--- config.mk ---
export PLATFORM = sky130hd
export DESIGN_NAME = dispense_sequencer
export DESIGN_NICKNAME = d
export VERILOG_FILES = /design/src/rtl/dispense_sequencer_pkg.sv /design/src/rtl/dispense_sequencer_sync.sv /design/src/rtl/dispense_sequencer.sv
export SDC_FILE = /design/constraint.sdc
export NUM_CORES = 1
export LEC_CHECK = 0
export CORE_MARGIN = 2
export CORE_UTILIZATION = 58
export DETAILED_ROUTE_END_ITERATION = 8
export GPL_TIMING_DRIVEN = 0
export PLACE_DENSITY_LB_ADDON = 0.3
export SLEW_MARGIN = 10
export SYNTH_ARGS = -nofsm -noshare
export SYNTH_HDL_FRONTEND = slang
export SYNTH_SLANG_ARGS = --single-unit
--- constraint.sdc ---
create_clock -name clk -period 3.65 [get_ports clk]
set_input_delay 0.365 -clock clk [delete_from_list [all_inputs] [get_ports clk]]
set_output_delay 0.365 -clock clk [all_outputs]
set_load 0.01 [all_outputs]
--- src/rtl/dispense_sequencer_pkg.sv ---
`default_nettype none
// ============================================================================
// Module      : dispense_sequencer_pkg
// Description : Shared types and encodings for the candy dispenser sequencer:
//               FSM state enum, DC speed/direction codes, amount codes and
//               the jog-mode motor decode.
// Revision    : 1.0 - initial release
// ============================================================================
package dispense_sequencer_pkg;

    // Sequencer states
    typedef enum logic [2:0] {
        ST_IDLE  = 3'd0,
        ST_LOAD  = 3'd1,
        ST_RUN   = 3'd2,
        ST_DRAIN = 3'd3,
        ST_DONE  = 3'd4,
        ST_ERROR = 3'd5
    } state_t;

    // DC motor PWM speed selects
    localparam logic [1:0] SPD_OFF  = 2'b00;
    localparam logic [1:0] SPD_SLOW = 2'b01;
    localparam logic [1:0] SPD_MED  = 2'b10;
    localparam logic [1:0] SPD_FAST = 2'b11;

    // Dispense amount codes from the Pi
    localparam logic [1:0] AMT_SMALL   = 2'b00;
    localparam logic [1:0] AMT_MED     = 2'b01;
    localparam logic [1:0] AMT_LARGE   = 2'b10;
    localparam logic [1:0] AMT_INVALID = 2'b11;

    // DC H-bridge direction: bit 0 drives IN-A, bit 1 drives IN-B
    localparam logic [1:0] DC_FWD = 2'b10;
    localparam logic [1:0] DC_REV = 2'b01;

    // Jog-mode motor test codes
    localparam logic [2:0] JOG_STEP_FWD    = 3'b001;
    localparam logic [2:0] JOG_STEP_REV    = 3'b010;
    localparam logic [2:0] JOG_STEP_FWD_B  = 3'b011;
    localparam logic [2:0] JOG_DC_FWD_SLOW = 3'b100;
    localparam logic [2:0] JOG_DC_REV_SLOW = 3'b101;
    localparam logic [2:0] JOG_DC_FWD_FAST = 3'b110;

    // Bundle of all motor-facing outputs
    typedef struct packed {
        logic       stepper_en;
        logic       stepper_dir;
        logic [1:0] dc_dir;
        logic [1:0] dc_speed;
    } motor_t;

    localparam motor_t MOTORS_OFF = '{stepper_en: 1'b0, stepper_dir: 1'b0,
                                      dc_dir: DC_FWD, dc_speed: SPD_OFF};

    localparam motor_t MOTORS_RUN = '{stepper_en: 1'b1, stepper_dir: 1'b0,
                                      dc_dir: DC_REV, dc_speed: SPD_MED};

    // Map a jog command onto the motor outputs; unknown codes stop everything
    function automatic motor_t jog_decode(input logic [2:0] cmd);
        motor_t m;
        m = MOTORS_OFF;
        case (cmd)
            JOG_STEP_FWD, JOG_STEP_FWD_B: begin
                m.stepper_en  = 1'b1;
                m.stepper_dir = 1'b0;
            end
            JOG_STEP_REV: begin
                m.stepper_en  = 1'b1;
                m.stepper_dir = 1'b1;
            end
            JOG_DC_FWD_SLOW: begin
                m.dc_dir   = DC_FWD;
                m.dc_speed = SPD_SLOW;
            end
            JOG_DC_REV_SLOW: begin
                m.dc_dir   = DC_REV;
                m.dc_speed = SPD_SLOW;
            end
            JOG_DC_FWD_FAST: begin
                m.dc_dir   = DC_FWD;
                m.dc_speed = SPD_FAST;
            end
            default: m = MOTORS_OFF;
        endcase
        return m;
    endfunction

endpackage
`default_nettype wire

--- src/rtl/dispense_sequencer_sync.sv ---
`default_nettype none
// ============================================================================
// Module      : pi_input_sync
// Description : Multi-stage synchronizer for a bus of asynchronous Pi pins,
//               with a rising-edge detect on one selected bit.
// Revision    : 1.0 - initial release
// ============================================================================
module pi_input_sync #(
    parameter int               WIDTH    = 6,
    parameter int               STAGES   = 2,
    parameter logic [WIDTH-1:0] RST_VAL  = '0,
    parameter int               EDGE_BIT = 0
) (
    input  logic             clk,
    input  logic             rst,
    input  logic [WIDTH-1:0] async_i,
    output logic [WIDTH-1:0] sync_o,
    output logic             rise_o
);

    logic [WIDTH-1:0] stage_q [STAGES];
    logic             edge_prev_q;

    // Shift the pins through the flop chain; the edge history starts at the
    // reset value so that a level already present at reset exit is not an edge
    always_ff @(posedge clk) begin
        if (rst) begin
            for (int i = 0; i < STAGES; i++) begin
                stage_q[i] <= RST_VAL;
            end
            edge_prev_q <= RST_VAL[EDGE_BIT];
        end else begin
            stage_q[0] <= async_i;
            for (int i = 1; i < STAGES; i++) begin
                stage_q[i] <= stage_q[i-1];
            end
            edge_prev_q <= stage_q[STAGES-1][EDGE_BIT];
        end
    end

    assign sync_o = stage_q[STAGES-1];
    assign rise_o = stage_q[STAGES-1][EDGE_BIT] & ~edge_prev_q;

endmodule
`default_nettype wire

--- src/rtl/dispense_sequencer.sv ---
`default_nettype none
// ============================================================================
// Module      : dispense_sequencer
// Description : Candy dispenser controller. Synchronizes the Pi command pins,
//               runs jog mode in IDLE and sequences LOAD/RUN/DRAIN/DONE for a
//               dispense, producing registered motor enables and speed codes.
// Revision    : 1.0 - initial release
// ============================================================================
module dispense_sequencer
    import dispense_sequencer_pkg::*;
#(
    parameter int CNT_W       = 8,
    parameter int SMALL_TICKS = 20,
    parameter int MED_TICKS   = 35,
    parameter int LARGE_TICKS = 45,
    parameter int DRAIN_TICKS = 4,
    parameter int SYNC_STAGES = 2
) (
    input  logic             clk,
    input  logic             rst,
    input  logic             tick,
    input  logic [2:0]       cmd_state,
    input  logic [1:0]       cmd_amount,
    input  logic             candyflag,
    output logic             stepper_en,
    output logic             stepper_dir,
    output logic [1:0]       dc_dir,
    output logic [1:0]       dc_speed,
    output logic             handshake,
    output logic             busy,
    output logic             err,
    output logic [CNT_W-1:0] remaining
);

    localparam logic [CNT_W-1:0] c_small_ticks = CNT_W'(SMALL_TICKS);
    localparam logic [CNT_W-1:0] c_med_ticks   = CNT_W'(MED_TICKS);
    localparam logic [CNT_W-1:0] c_large_ticks = CNT_W'(LARGE_TICKS);
    localparam logic [CNT_W-1:0] c_drain_ticks = CNT_W'(DRAIN_TICKS);
    localparam logic [CNT_W-1:0] c_one         = CNT_W'(1);

    // Synchronizer bus layout: {amount[1:0], state[2:0], candyflag}.
    // candyflag resets high so a flag held across reset exit never looks
    // like a fresh request.
    localparam logic [5:0] c_sync_rst = 6'b00_000_1;

    logic [5:0] sync_bus_w;
    logic       cf_rise_w;
    logic       cf_w;
    logic [2:0] cmd_state_w;
    logic [1:0] cmd_amount_w;

    state_t           state_q,     state_d;
    logic [CNT_W-1:0] remaining_q, remaining_d;
    logic [CNT_W-1:0] drain_q,     drain_d;
    motor_t           motor_q,     motor_d;
    logic             handshake_q, handshake_d;
    logic             busy_q,      busy_d;
    logic             err_q,       err_d;

    pi_input_sync #(
        .WIDTH    (6),
        .STAGES   (SYNC_STAGES),
        .RST_VAL  (c_sync_rst),
        .EDGE_BIT (0)
    ) u_pi_sync (
        .clk     (clk),
        .rst     (rst),
        .async_i ({cmd_amount, cmd_state, candyflag}),
        .sync_o  (sync_bus_w),
        .rise_o  (cf_rise_w)
    );

    assign cf_w         = sync_bus_w[0];
    assign cmd_state_w  = sync_bus_w[3:1];
    assign cmd_amount_w = sync_bus_w[5:4];

    // Dispense length for a valid amount code
    function automatic logic [CNT_W-1:0] amount_ticks(input logic [1:0] amt);
        logic [CNT_W-1:0] t;
        case (amt)
            AMT_SMALL: t = c_small_ticks;
            AMT_MED:   t = c_med_ticks;
            AMT_LARGE: t = c_large_ticks;
            default:   t = '0;
        endcase
        return t;
    endfunction

    // Next-state, counter and output decode; outputs describe the state entered
    always_comb begin
        state_d     = state_q;
        remaining_d = remaining_q;
        drain_d     = drain_q;
        motor_d     = motor_q;

        case (state_q)
            ST_IDLE: begin
                if (cf_rise_w) begin
                    if (cmd_amount_w == AMT_INVALID) begin
                        state_d = ST_ERROR;
                    end else begin
                        state_d     = ST_LOAD;
                        remaining_d = amount_ticks(cmd_amount_w);
                        drain_d     = c_drain_ticks;
                    end
                end
            end
            ST_LOAD: begin
                if (!cf_w) begin
                    state_d = ST_IDLE;
                end else if (remaining_q == '0) begin
                    state_d = ST_DRAIN;
                end else begin
                    state_d = ST_RUN;
                end
            end
            ST_RUN: begin
                // Abort is checked before the tick so it wins a collision
                if (!cf_w) begin
                    state_d = ST_IDLE;
                end else if (tick) begin
                    if (remaining_q <= c_one) begin
                        remaining_d = '0;
                        state_d     = ST_DRAIN;
                    end else begin
                        remaining_d = remaining_q - c_one;
                    end
                end
            end
            ST_DRAIN: begin
                if (!cf_w) begin
                    state_d = ST_IDLE;
                end else if (drain_q == '0) begin
                    state_d = ST_DONE;
                end else if (tick) begin
                    drain_d = drain_q - c_one;
                    if (drain_q == c_one) begin
                        state_d = ST_DONE;
                    end
                end
            end
            ST_DONE, ST_ERROR: begin
                if (!cf_w) begin
                    state_d = ST_IDLE;
                end
            end
            default: state_d = ST_IDLE;
        endcase

        case (state_d)
            ST_IDLE: begin
                // Jog only while already idle, so any exit into IDLE
                // spends one cycle with the motors stopped
                if ((state_q == ST_IDLE) && !cf_w) begin
                    motor_d = jog_decode(cmd_state_w);
                end else begin
                    motor_d = MOTORS_OFF;
                end
            end
            ST_RUN: begin
                motor_d = MOTORS_RUN;
            end
            ST_DRAIN: begin
                // DC keeps whatever it was doing; only the stepper stops
                motor_d.stepper_en  = 1'b0;
                motor_d.stepper_dir = 1'b0;
            end
            default: begin
                motor_d = MOTORS_OFF;
            end
        endcase

        handshake_d = (state_d == ST_DONE);
        err_d       = (state_d == ST_ERROR);
        busy_d      = (state_d == ST_LOAD) || (state_d == ST_RUN) ||
                      (state_d == ST_DRAIN);
    end

    // State, counters and registered outputs
    always_ff @(posedge clk) begin
        if (rst) begin
            state_q     <= ST_IDLE;
            remaining_q <= '0;
            drain_q     <= '0;
            motor_q     <= MOTORS_OFF;
            handshake_q <= 1'b0;
            busy_q      <= 1'b0;
            err_q       <= 1'b0;
        end else begin
            state_q     <= state_d;
            remaining_q <= remaining_d;
            drain_q     <= drain_d;
            motor_q     <= motor_d;
            handshake_q <= handshake_d;
            busy_q      <= busy_d;
            err_q       <= err_d;
        end
    end

    assign stepper_en  = motor_q.stepper_en;
    assign stepper_dir = motor_q.stepper_dir;
    assign dc_dir      = motor_q.dc_dir;
    assign dc_speed    = motor_q.dc_speed;
    assign handshake   = handshake_q;
    assign busy        = busy_q;
    assign err         = err_q;
    assign remaining   = remaining_q;

endmodule
`default_nettype wire

# Word level (Yosys, flattened, before mapping)
# Memories as Yosys holds them, arrays and structs flattened.
# Index checks and enable logic that the tools add are counted.
# totals
inputBits	9
ram_bits	12
output_inout_bits	17
elab_cells	97
ff_bits	29
n_memories	1
# op_classes
bitwise	4
reduce_logical	15
addsub	2
n_mux	36
eq_ne	27
order_cmp	1
# memory_table
name	words	word_bits	rd	rd_clocked_by_memory_dff	wr	line_no	rtl
u_pi_sync.stage_q	2	6	2	0	2	dispense_sequencer_sync.sv:21	logic [WIDTH-1:0] stage_q [STAGES];
# ops
operator	count
8-bit 2-to-1 mux	10
8-bit case mux with 2 select lines	2
3-bit 2-to-1 mux	10
4-bit case mux with 3 select lines	2
3-bit == test (second input constant)	7
3-bit by 2-bit == test with 1-bit output (second input constant)	6
6-bit 2-to-1 mux	3
6-bit case mux with 3 select lines	1
8-bit logical NOT	2
8-bit by 1-bit subtractor with 8-bit output (second input constant)	2
3-bit case mux with 5 select lines	1
2-bit inequality test (second input constant)	7
3-bit by 1-bit == test with 1-bit output (second input constant)	3
8-bit by 1-bit == test with 1-bit output (second input constant)	1
8-bit by 1-bit less-or-equal comparator with 1-bit output (second input constant)	1
2-bit case mux with 2 select lines	2
3-bit logical NOT	2
6-bit AND reduction	1
5-bit AND reduction	1
2-bit == test (second input constant)	2
1-bit 2-to-1 mux	4
2-bit nonzero test	2
2-bit OR reduction	2
2-bit by 1-bit == test with 1-bit output (second input constant)	1
8 further kinds	10

# Longest topological paths before layout
# Gate-level depths: netlist of run 1.
# logic_depth
word_depth	9
ltp_mapped	7
ltp_nobuf	7

# By module
# From an unflattened synthesis of run 1, not the netlist that was laid out.
# hier_totals
cells_unflattened	236
hier_area_um2	2109.5
# modules_own_cells
module	seq_area_each_um2	n_inst	cells_per_inst	area_per_inst_um2
dispense_sequencer	560.5	1	202	1702.9
pi_input_sync	260.2	1	34	406.6

# Least setup slack after synthesis of run 1
# OpenSTA, ideal clock, no wires.
# synth_timing
kind	flip-flop to flip-flop
start	reg remaining_q[0], in the netlist remaining[0]
end	reg remaining_q[7], in the netlist remaining[7]
synth_period_minus_slack_ns	2.012
stages_incl_launch_ff	8
setup_time_ns	0.070
slack_ns	1.638
n_path_buf	0
arrival_time_ns	1.941
required_ns	3.580
cell_sequence	dfxtp_1 inv_1 ha_1 or2_2 a31oi_1 nand2_2 or4_1 a21oi_1
# synth_between
elab_chain_cells	5
elab_cells_between_ends	6
cone_classes	1 x add/sub; 1 x order compare; 4 x mux
# synth_lines
element	line_no	rtl
start, declared	dispense_sequencer.sv:53	logic [CNT_W-1:0] remaining_q, remaining_d;
start signal, assigned	dispense_sequencer.sv:191	remaining_q <= remaining_d;
8-bit by 1-bit subtractor with 8-bit output or 8-bit by 1-bit less-or-equal comparator with 1-bit output (tied branches)	dispense_sequencer.sv:126, dispense_sequencer.sv:122	
8-bit 2-to-1 mux (*)	dispense_sequencer.sv:122	if (remaining_q <= c_one) begin
8-bit 2-to-1 mux (*)	dispense_sequencer.sv:121	end else if (tick) begin
8-bit 2-to-1 mux (*)	dispense_sequencer.sv:119	if (!cf_w) begin
8-bit case mux with 2 select lines (*)	dispense_sequencer.sv:96	case (state_q)
# Mark *: on every way between the ends. The rest lies on a longest branch, timed or not. The select of a mux whose other input is x is not followed.
# A chain may end at the register's enable or synchronous reset.

# Worst setup path in the final report of run 1
# layout_timing
start	reg drain_q[3]
end	reg motor_q (netlist bit dc_dir[1])
# layout_between
elab_chain_cells	8
elab_cells_between_ends	11
cone_classes	3 x eq/ne; 6 x mux; 2 x reduce/logical
# layout_lines
element	line_no	rtl
start, declared	dispense_sequencer.sv:54	logic [CNT_W-1:0] drain_q, drain_d;
start signal, assigned	dispense_sequencer.sv:192	drain_q <= drain_d;
8-bit by 1-bit == test with 1-bit output	dispense_sequencer.sv:137	if (drain_q == c_one) begin
3-bit 2-to-1 mux	dispense_sequencer.sv:137	
3-bit 2-to-1 mux	dispense_sequencer.sv:135	end else if (tick) begin
3-bit 2-to-1 mux (*)	dispense_sequencer.sv:133	end else if (drain_q == '0) begin
3-bit 2-to-1 mux (*)	dispense_sequencer.sv:131	if (!cf_w) begin
3-bit case mux with 5 select lines (*)	dispense_sequencer.sv:96	
3-bit by 2-bit == test with 1-bit output or 3-bit logical NOT (tied branches)	dispense_sequencer.sv:150	case (state_d)
4-bit case mux with 3 select lines	dispense_sequencer.sv:150	
end signal, assigned	dispense_sequencer.sv:193	motor_q <= motor_d;
end, declared	dispense_sequencer.sv:55	motor_t motor_q, motor_d;
# Mark *: on every way between the ends. The rest lies on a longest branch, timed or not.

==> flow_summary.yaml, run 1 <==
synth:
  yosys.area.top_type: "dfxtp_1"
  yosys.area_share.simple_pct: 24.51
  synth_most_common_cell: "dfxtp_1"
  synthAdderAreaFrac_pct: 7.002
  syn_area_mm2: 0.001966
  synth_commonest_cells: "dfxtp_1, nor2_1, a21oi_1"
  synth.top_cell.area_share_pct: 41.76
  muxShareOfSynthArea_pct: 0
  synth_cells: 217
  async_flop_share_pct: 0
  ys_ff_latch: 41
  syn_avg_cell_area_um2: 9.058
  synth_compound_area_share_pct: 20.62
  ys_types: 51
  synth_area_leaders: "dfxtp_1, ha_1, nor2_1"
  synth-xor-area-share_pct: 2.228
  synth_edf_count: 0
  synth_top_family_by_area: "simple AND/OR/NAND/NOR gates"
  synth_nets: 237
  synth_seq_area_share_pct: 41.76
  yosysWarnings: 0
  dominantRegCellSynth: "dfxtp_1"
clock_network:
  cts_tree: "done"
  cts_post_setup_buffers_inserted: 0
  clock_sinks: 41
  clk_latency_ps: 360
  cts_root_buffer: "clkbuf_4"
  h-tree-depth: 2
  path_clk_slew_ps: 120
  cts_buffer_depth: 2
  cts_resized: 0
  cts-buffers-inserted: 5
  hold_buffers: 0
die:
  core_mm2: 0.003284
  dieArea_mm2: 0.003871
  fp.dieW_um: 62.22
  ios: 26
  start_util_pct: 59.85
  core.rowCount: 21
  die-height_um: 62.22
pwr:
  ir_worst_vdd_mv: 0.2163
  p_leak_uw: 0.0008767
  p_per_area_mw_per_mm2: 350.8
sta:
  period_share_pct: 60.71
  rsz0062_at_grt: "no"
  layout_min_cycle_time_ps: 2216
  fin_tns_setup_ps: 0
  worst_slew_pin_slew_ps: 669.8
  hold_viol: 0
  setup_viol: 0
  clock_skew_ps: 11.74
  max_freq_ghz: 0.4513
  slew_violations: 0
  relSlewSlack_pct: 55.35
  hold_slack_ps: 420.6
place:
  post_dp_cell_area_mm2: 0.002263
  dp_hpwl_mm: 2.908
  port_buffers: 24
  place.gp.congestion: 0.8273
  dp.cells: 287
worst_setup_path:
  critPathMaxStageDelay_ps: 650
  cp.arrival_ps: 2450
  crit_path_top_delay_cell: "a221oi_1"
  path_buf_inv: 0
  r2r_slack_ps: 1430
  crit_chain: "nor4_2, a31o_2, o21ai_0, a221oi_1, o21ai_0"
  crit_family: "compound AO/OA/AOI/OAI gates"
  cp_max_fo: 5
  rr_endpoint: "dc_dir[1]$_SDFFE_PP1P_"
  cp-start-kind: "register"
  path_common_cell: "o21ai_0"
  cp-end-kind: "register"
  crit-reg2reg-launch: "drain_q[3]$_SDFFE_PP0P_"
  crit_required_ps: 3880
  r2r.worst_path.cells: 5
  path_class: "register to register"
worst_hold_path:
  holdCritPathClass: "register to register"
  hold_end: "u_pi_sync.stage_q[0][6]$_SDFF_PP1_"
  worstHoldStart: "u_pi_sync.stage_q[0][0]$_SDFF_PP1_"
  hold_path_depth: 1
outcome:
  status: "completed"
layout:
  drive_gt1_share_pct: 10.04
  synthToLayoutAreaGrowth_pct: 17.95
  nets: 268
  post-route-util_pct: 70.59
  multi_input_area_mm2: 0.001069
  seq_area_um2: 820.8
  insertedDiodeCount: 0
  final_cells: 295
  stdcell_area_mm2: 0.002318
  fill_cells: 261
grt:
  overflow: 0
  antenna_found_initial: 0
  grt_pass1_wl_mm: 7.086
  grt_pass1_vias: 1617
  grt.total_usage_pct: 22.73
  grt_max_degree: 14
route:
  via_count: 1655
  wl_mm: 3.948
  wl_per_cell_um: 13.38
  drtAntennaViolNets: 0
  viasPerCell: 5.610
  drt_iter0_markers: 115
  drtPass1Iterations: 4
  route.detailed.drc: 0
job:
  cap_viol_max_count: 0
==> registers in the layout, indices dropped and copies added (netlist names) <==
| name | count |
|---|---|
| busy | 1 |
| dc_dir | 2 |
| dc_speed | 2 |
| drain_q | 8 |
| err | 1 |
| handshake | 1 |
| remaining | 8 |
| state_q | 3 |
| stepper_dir | 1 |
| stepper_en | 1 |
| u_pi_sync.edge_prev_q | 1 |
| u_pi_sync.stage_q | 12 |
==> how the worst max path moves through the flow <==
stage,from,endpoint,slack [ps],cells after the start
finish,drain_q[3]$_SDFFE_PP0P_,dc_dir[1]$_SDFFE_PP1P_,1430,5
global route,drain_q[3]$_SDFFE_PP0P_,dc_dir[1]$_SDFFE_PP1P_,1310,5
CTS,drain_q[3]$_SDFFE_PP0P_,dc_dir[1]$_SDFFE_PP1P_,1400,5
detailed placement,tick,dc_dir[1]$_SDFFE_PP1P_,1300,6
global placement,tick,dc_dir[1]$_SDFFE_PP1P_,1350,6
floorplan,remaining[0]$_SDFFE_PP0P_,remaining[7]$_SDFFE_PP0P_,1640,7
==> logic make-up (layout without fill, tap and decap cells) <==
family                   Yosys count  count (layout)
adder cells (fa/ha/maj)           11              11
flip-flops                        41              41
AO/OA/AOI/OAI                     57              57
buffers and inverters             18              50
XOR/XNOR                           5               5
AND/OR/NAND/NOR                   85              85
==> stage by stage <==
stage | setup slack (ps) | power, uW
finish | 1434 | 813.3
global placement | 1347 | 593.8
global route | 1311 | 854.3
floorplan | 1638 | 559.8
CTS | 1403 | 819.2
detailed placement | 1299 | 596.8
==> area by class of cell <==
| cell class | instances | share of cell area [%] |
|---|---|---|
| multi-input cells | 158 | 46.09 |
| repair buffers | 24 | 10.36 |
| plain buffers | 6 | 1.349 |
| inverters | 12 | 1.943 |
| clock buffers | 5 | 1.619 |
| flip-flops and latches | 41 | 35.40 |
| clock inverters | 3 | 0.7555 |
| well taps | 46 | 2.482 |
==> report_power, final <==
group / internal, uW / total, uW / leakage (uW) / switching (uW)
Clock: 72.6 / 225 / 0.0000310 / 153
Combinational: 51.6 / 112 / 0.000512 / 60.1
Sequential: 463 / 476 / 0.000334 / 13.1
==> per-layer routing <==
metal	global-route usage (%)	up-vias	wire [um]
met1	28.72	749	1833
met3	5.978	10	210
met4	11.39	0	80
li1	-	839	-
met5	0	-	0
met2	36.01	57	1823
==> placed cells by master (no fill, tap or decap), drive strengths merged, types with 2 or more instances in the layout <==
master          n
dfxtp          41
nor2           26
clkdlybuf4s50  24
a21oi          15
nand2          14
inv            12
o21ai          11
ha             11
nor2b          10
clkbuf          9
nor3            7
a31oi           5
nor3b           4
or2             4
xor2            4
or3             4
nand3b          3
o211ai          3
a211oi          3
o32ai           3
and2            2
a21o            2
a31o            2
a221oi          2
nand3           2
clkinv          2
buf             2
nor4            2
(Power assumes the default switching activity.)
==> run 2, diff against run 1 <==
Settings changed: CORE_UTILIZATION 58 to 49.
Clock period 3.65 ns to 1.8 ns, I/O delays scaled along.
==> run 2 against run 1 <==
Against the previous run:
- the run now ends with setup timing left
- cell count rose by 5.8%
- largest power group unchanged
- critical endpoint is now remaining[7]$_SDFFE_PP0P_
- fmax rose by 16%
- die area rose by 17%
- total power rose by 140%
- non-clock buffer count rose by 13
- sequential power rose by 100%
- sequential share of layout area fell by 4.0 points
- clock skew fell by 6.4 ps
==> flow_summary.yaml, run 2 (synthesis results as in run 1) <==
sta:
  hold_viol: 0
  relSlewSlack_pct: 67.11
  hold_slack_ps: 337.8
  rsz0062_at_grt: "yes"
  slew_violations: 0
  layout_min_cycle_time_ps: 1909
  setup_viol: 7
  period_share_pct: 106.1
  max_freq_ghz: 0.5237
  clock_skew_ps: 5.341
  worst_slew_pin_slew_ps: 492.3
  finalWorstSetupSlack_ps: -109.5
clock_network:
  cts_buffer_depth: 2
  clk_latency_ps: 300
  cts_tree: "done"
  h-tree-depth: 2
  path_clk_slew_ps: 80
  cts-buffers-inserted: 5
  hold_buffers: 0
  cts_root_buffer: "clkbuf_8"
  clock_sinks: 41
outcome:
  status: "complete, but fails checks"
  violations: "setup timing"
layout:
  insertedDiodeCount: 0
  post-route-util_pct: 67.47
  synthToLayoutAreaGrowth_pct: 35.33
  drive_gt1_share_pct: 23.66
  final_common_cell: "dfxtp_1"
  nets: 281
  largest_reg_flops: 12
  regMostFlops: "u_pi_sync.stage_q"
  most-common-layout-cells: "dfxtp_1, nor2_1, clkdlybuf4s50_1"
  fill_cells: 310
route:
  drtPass1Iterations: 4
  route.detailed.drc: 0
  viasPerCell: 5.683
  wl_per_cell_um: 15.04
  drt_iter0_markers: 118
  via_count: 1773
  drtAntennaViolNets: 0
  wl_mm: 4.693
die:
  core.rowCount: 23
  start_util_pct: 49.86
  fp.dieW_um: 67.34
  ios: 26
  dieArea_mm2: 0.004534
  core_mm2: 0.003943
  die-height_um: 67.34
worst_hold_path:
  worstHoldStart: "rst"
  holdCritPathClass: "input pin to register"
  hold_path_depth: 2
  hold_end: "drain_q[1]$_SDFFE_PP0P_"
place:
  dp_hpwl_mm: 2.845
  place.gp.congestion: 0.8868
  port_buffers: 24
grt:
  grt_pass1_vias: 1537
  overflow: 0
  grt_pass1_wl_mm: 7.044
  grt.total_usage_pct: 20.62
  grt_max_degree: 14
  antenna_found_initial: 0
worst_setup_path:
  crit_chain: "or4b_4, o32ai_4, nand2_2, or4_4, a21oi_2"
  critPathMaxStageDelay_ps: 580
  rr_endpoint: "remaining[7]$_SDFFE_PP0P_"
  path_class: "register to register"
  cp_max_fo: 3
  crit_required_ps: 2030
  startpoint: "state_q[2]$_SDFF_PP0_"
  path_buf_inv: 0
  cp.arrival_ps: 2140
  r2r_slack_ps: -110
  cp-end-kind: "register"
  crit_path_top_delay_cell: "or4b_4"
  crit_family: "simple AND/OR/NAND/NOR gates"
  r2r.worst_path.cells: 5
  cp-start-kind: "register"
  crit-reg2reg-launch: "state_q[2]$_SDFF_PP0_"
pwr:
  p_leak_uw: 0.001020
  ir_worst_vdd_mv: 0.5646
  p_per_area_mw_per_mm2: 748.8
job:
  cap_viol_max_count: 0
run 2: stage by stage:
step | TNS, ps | instances | power [uW] | setup WS (ps) | instance area (um2)
6_report | -329.6 | 312 | 1992 | -109.5 | 2660
5_1_grt | -1256 | 312 | 2075 | -163.3 | 2660
4_1_cts | -240.3 | 303 | 1978 | -145.1 | 2517
3_5_place_dp | -3377 | 291 | 1223 | -236.5 | 2317
3_3_place_gp | -3180 | 291 | 1218 | -245.0 | 2317
2_1_floorplan | -93.21 | 217 | 1147 | -67.94 | 2014
run 2: repair_timing:
item / CTS / global route
setup endpoints to repair: 23 / 20
gates resized for setup: 17 / 17
cloned: 0 / 1
setup buffers: 6 / 8
pin swaps: 10 / 9
run 2: worst reg2reg max path, cell delays in order, from the launching register on:
cell     delay [ps]
dfxtp_4         350
or4b_4          580
o32ai_4         300
nand2_2          80
or4_4           420
a21oi_2         110
run 2: cell type report:
type / count / area, um2 / share of cell area, %
multi-input cells: 158 / 1217 / 45.77
flip-flops and latches: 41 / 835.8 / 31.42
repair buffers: 39 / 365.4 / 13.73
clock buffers: 6 / 72.57 / 2.728
well taps: 50 / 62.56 / 2.352
inverters: 12 / 45.04 / 1.693
clock inverters: 2 / 38.79 / 1.458
plain buffers: 4 / 22.52 / 0.8467
run 2: worst max-delay path by stage:
stage | endpoint | slack (ps) | cells after the start
5_1_grt | remaining[7]$_SDFFE_PP0P_ | -160 | 5
3_5_place_dp | remaining[0]$_SDFFE_PP0P_ | -240 | 5
4_1_cts | remaining[7]$_SDFFE_PP0P_ | -150 | 5
6_report | remaining[7]$_SDFFE_PP0P_ | -110 | 5
2_1_floorplan | remaining[7]$_SDFFE_PP0P_ | -70 | 6
3_3_place_gp | remaining[0]$_SDFFE_PP0P_ | -240 | 5
run 2: metal layers:
metal	vias to the layer above	part of all wire (%)	GRT usage, %
met4	0	2.9	7.653
met1	821	44	26.82
li1	866	-	-
met3	15	5.2	4.667
met5	-	0	0
met2	71	48	33.42
run 2: report_power, final:
| part | switching (uW) | total, uW | internal [uW] |
|---|---|---|---|
| Clock | 322 | 739 | 416 |
| Combinational | 155 | 289 | 134 |
| Sequential | 28.3 | 964 | 936 |
==> run 3, diff against run 2 <==
Settings changed: CORE_UTILIZATION 49 to 51, CTS_BUF_LIST set to sky130_fd_sc_hd__clkbuf_4, GPL_TIMING_DRIVEN 0 to not set.
==> run 3 against run 2 <==
Against the previous run:
- the run still ends with setup timing left
- sequential power barely moved
- first-iteration DRC count is 42% higher
- total power is 7.5% lower
- critical endpoint unchanged
==> flow_summary.yaml, run 3 (synthesis results as in run 1) <==
pwr:
  p_per_area_mw_per_mm2: 695.9
  p_leak_uw: 0.001044
  ir_worst_vdd_mv: 0.5532
  fin_total_pwr_uw: 1842
worst_setup_path:
  r2r_slack_ps: -50
  cp_max_fo: 3
  cp-end-kind: "register"
  cp-start-kind: "register"
  path_class: "register to register"
  cp.arrival_ps: 2140
  crit_required_ps: 2090
grt:
  grt_pass1_wl_mm: 7.134
  grt_max_degree: 27
  use_met3_pct: 6.814
  antenna_found_initial: 0
  grt.total_usage_pct: 21.36
  top_usage_layer: "met2"
  overflow: 0
  grt_use_met2_pct: 32.38
  grt_util_met1_pct: 28.16
  grt_pass1_vias: 1652
clock_network:
  cts-buffers-inserted: 5
  clock_sinks: 41
  cts_tree: "done"
  cts_buffer_depth: 2
  clk_latency_ps: 350
  path_clk_slew_ps: 120
  cts_root_buffer: "clkbuf_4"
  h-tree-depth: 2
outcome:
  violations: "setup timing"
  status: "complete, but fails checks"
layout:
  insertedDiodeCount: 0
  largest_reg_flops: 12
  most-common-layout-cells: "dfxtp_1, buf_4, nor2_1, clkdlybuf4s50_1, a21oi_1"
  drive_gt1_share_pct: 23.72
  multi_input_area_mm2: 0.001141
  fill_cells: 294
  nets: 293
  regMostFlops: "u_pi_sync.stage_q"
  synthToLayoutAreaGrowth_pct: 34.69
  final_common_cell: "dfxtp_1"
  seq_area_um2: 827.0
die:
  core_mm2: 0.003689
  ios: 26
  core.rowCount: 22
  die-height_um: 66.08
  start_util_pct: 53.29
  dieArea_mm2: 0.004367
  fp.dieW_um: 66.08
worst_hold_path:
  holdCritPathClass: "input pin to register"
place:
  port_buffers: 25
  dp_hpwl_mm: 3.108
  post-place-ws_ps: -83.54
  place.gp.congestion: 0.9032
sta:
  hold_viol: 0
  period_share_pct: 102.9
  clock_skew_ps: 3.547
  slew_violations: 0
  finalWorstSetupSlack_ps: -53.09
  max_freq_ghz: 0.5396
  setup_viol: 5
  worst_slew_pin_slew_ps: 462.6
  relSlewSlack_pct: 69.04
  layout_min_cycle_time_ps: 1853
  rsz0062_at_grt: "yes"
route:
  drtPass1Iterations: 4
  drtAntennaViolNets: 0
  drt_iter0_markers: 167
  route.detailed.drc: 0
  via_count: 1756
  wl_mm: 4.199
  wl_per_cell_um: 13.04
  viasPerCell: 5.453
job:
  cap_viol_max_count: 0
## run 3: final timing paths
path / startpoint / endpoint / cells after the start
setup / recovery: state_q[2]$_SDFF_PP0_ / remaining[7]$_SDFFE_PP0P_ / 5
hold reg to reg: u_pi_sync.stage_q[0][0]$_SDFF_PP1_ / u_pi_sync.stage_q[0][6]$_SDFF_PP1_ / 1
setup reg to reg: state_q[2]$_SDFF_PP0_ / remaining[7]$_SDFFE_PP0P_ / 5
hold / removal: cmd_state[1] / u_pi_sync.stage_q[0][2]$_SDFF_PP0_ / 2
## run 3: power breakdown
group | leakage (uW) | switching [uW] | total, uW | internal (uW)
logic | 0.000670 | 146 | 295 | 149
registers | 0.000336 | 22.2 | 962 | 940
clock network | 0.0000389 | 297 | 585 | 287
## run 3: per-layer routing
metal	share of wire, %	routed length (um)
met5	0	0
met4	1.8	77
met3	6.0	254
met2	47	1958
met1	45	1908
## run 3: worst max-delay path, stage by stage, from the launching register on
cell	delay [ps]
dfxtp_2	340
or4b_4	580
o32ai_4	260
nand2_2	70
or4_1	400
a21oi_1	140
## run 3: layout make-up
class,count,area share (%)
well taps,48,2.268
clock inverters,3,1.560
clock buffers,5,1.418
multi-input cells,158,43.10
flip-flops and latches,41,31.24
repair buffers,55,18.71
inverters,12,1.701
## run 3: repair_timing
action                                  4_1_cts  5_1_grt
gates resized for setup                       4        9
endpoints found under the hold margin         0        0
endpoints found under the setup margin       12       22
hold buffers                                  0        0
setup buffers                                 1        1
pin swaps                                     3        9
## run 3: through the flow
step	hold WS (ps)	setup TNS [ps]	util, %	cell area, um2	cells
floorplan	283.8	-93.21	-	2014	217
global route	356.9	-1016	71.78	2648	322
global placement	391.7	-192.3	68.05	2510	312
CTS	361.9	-209.9	70.62	2605	321
detailed placement	408.0	-350.7	68.05	2510	312
finish	369.2	-147.5	71.78	2648	322
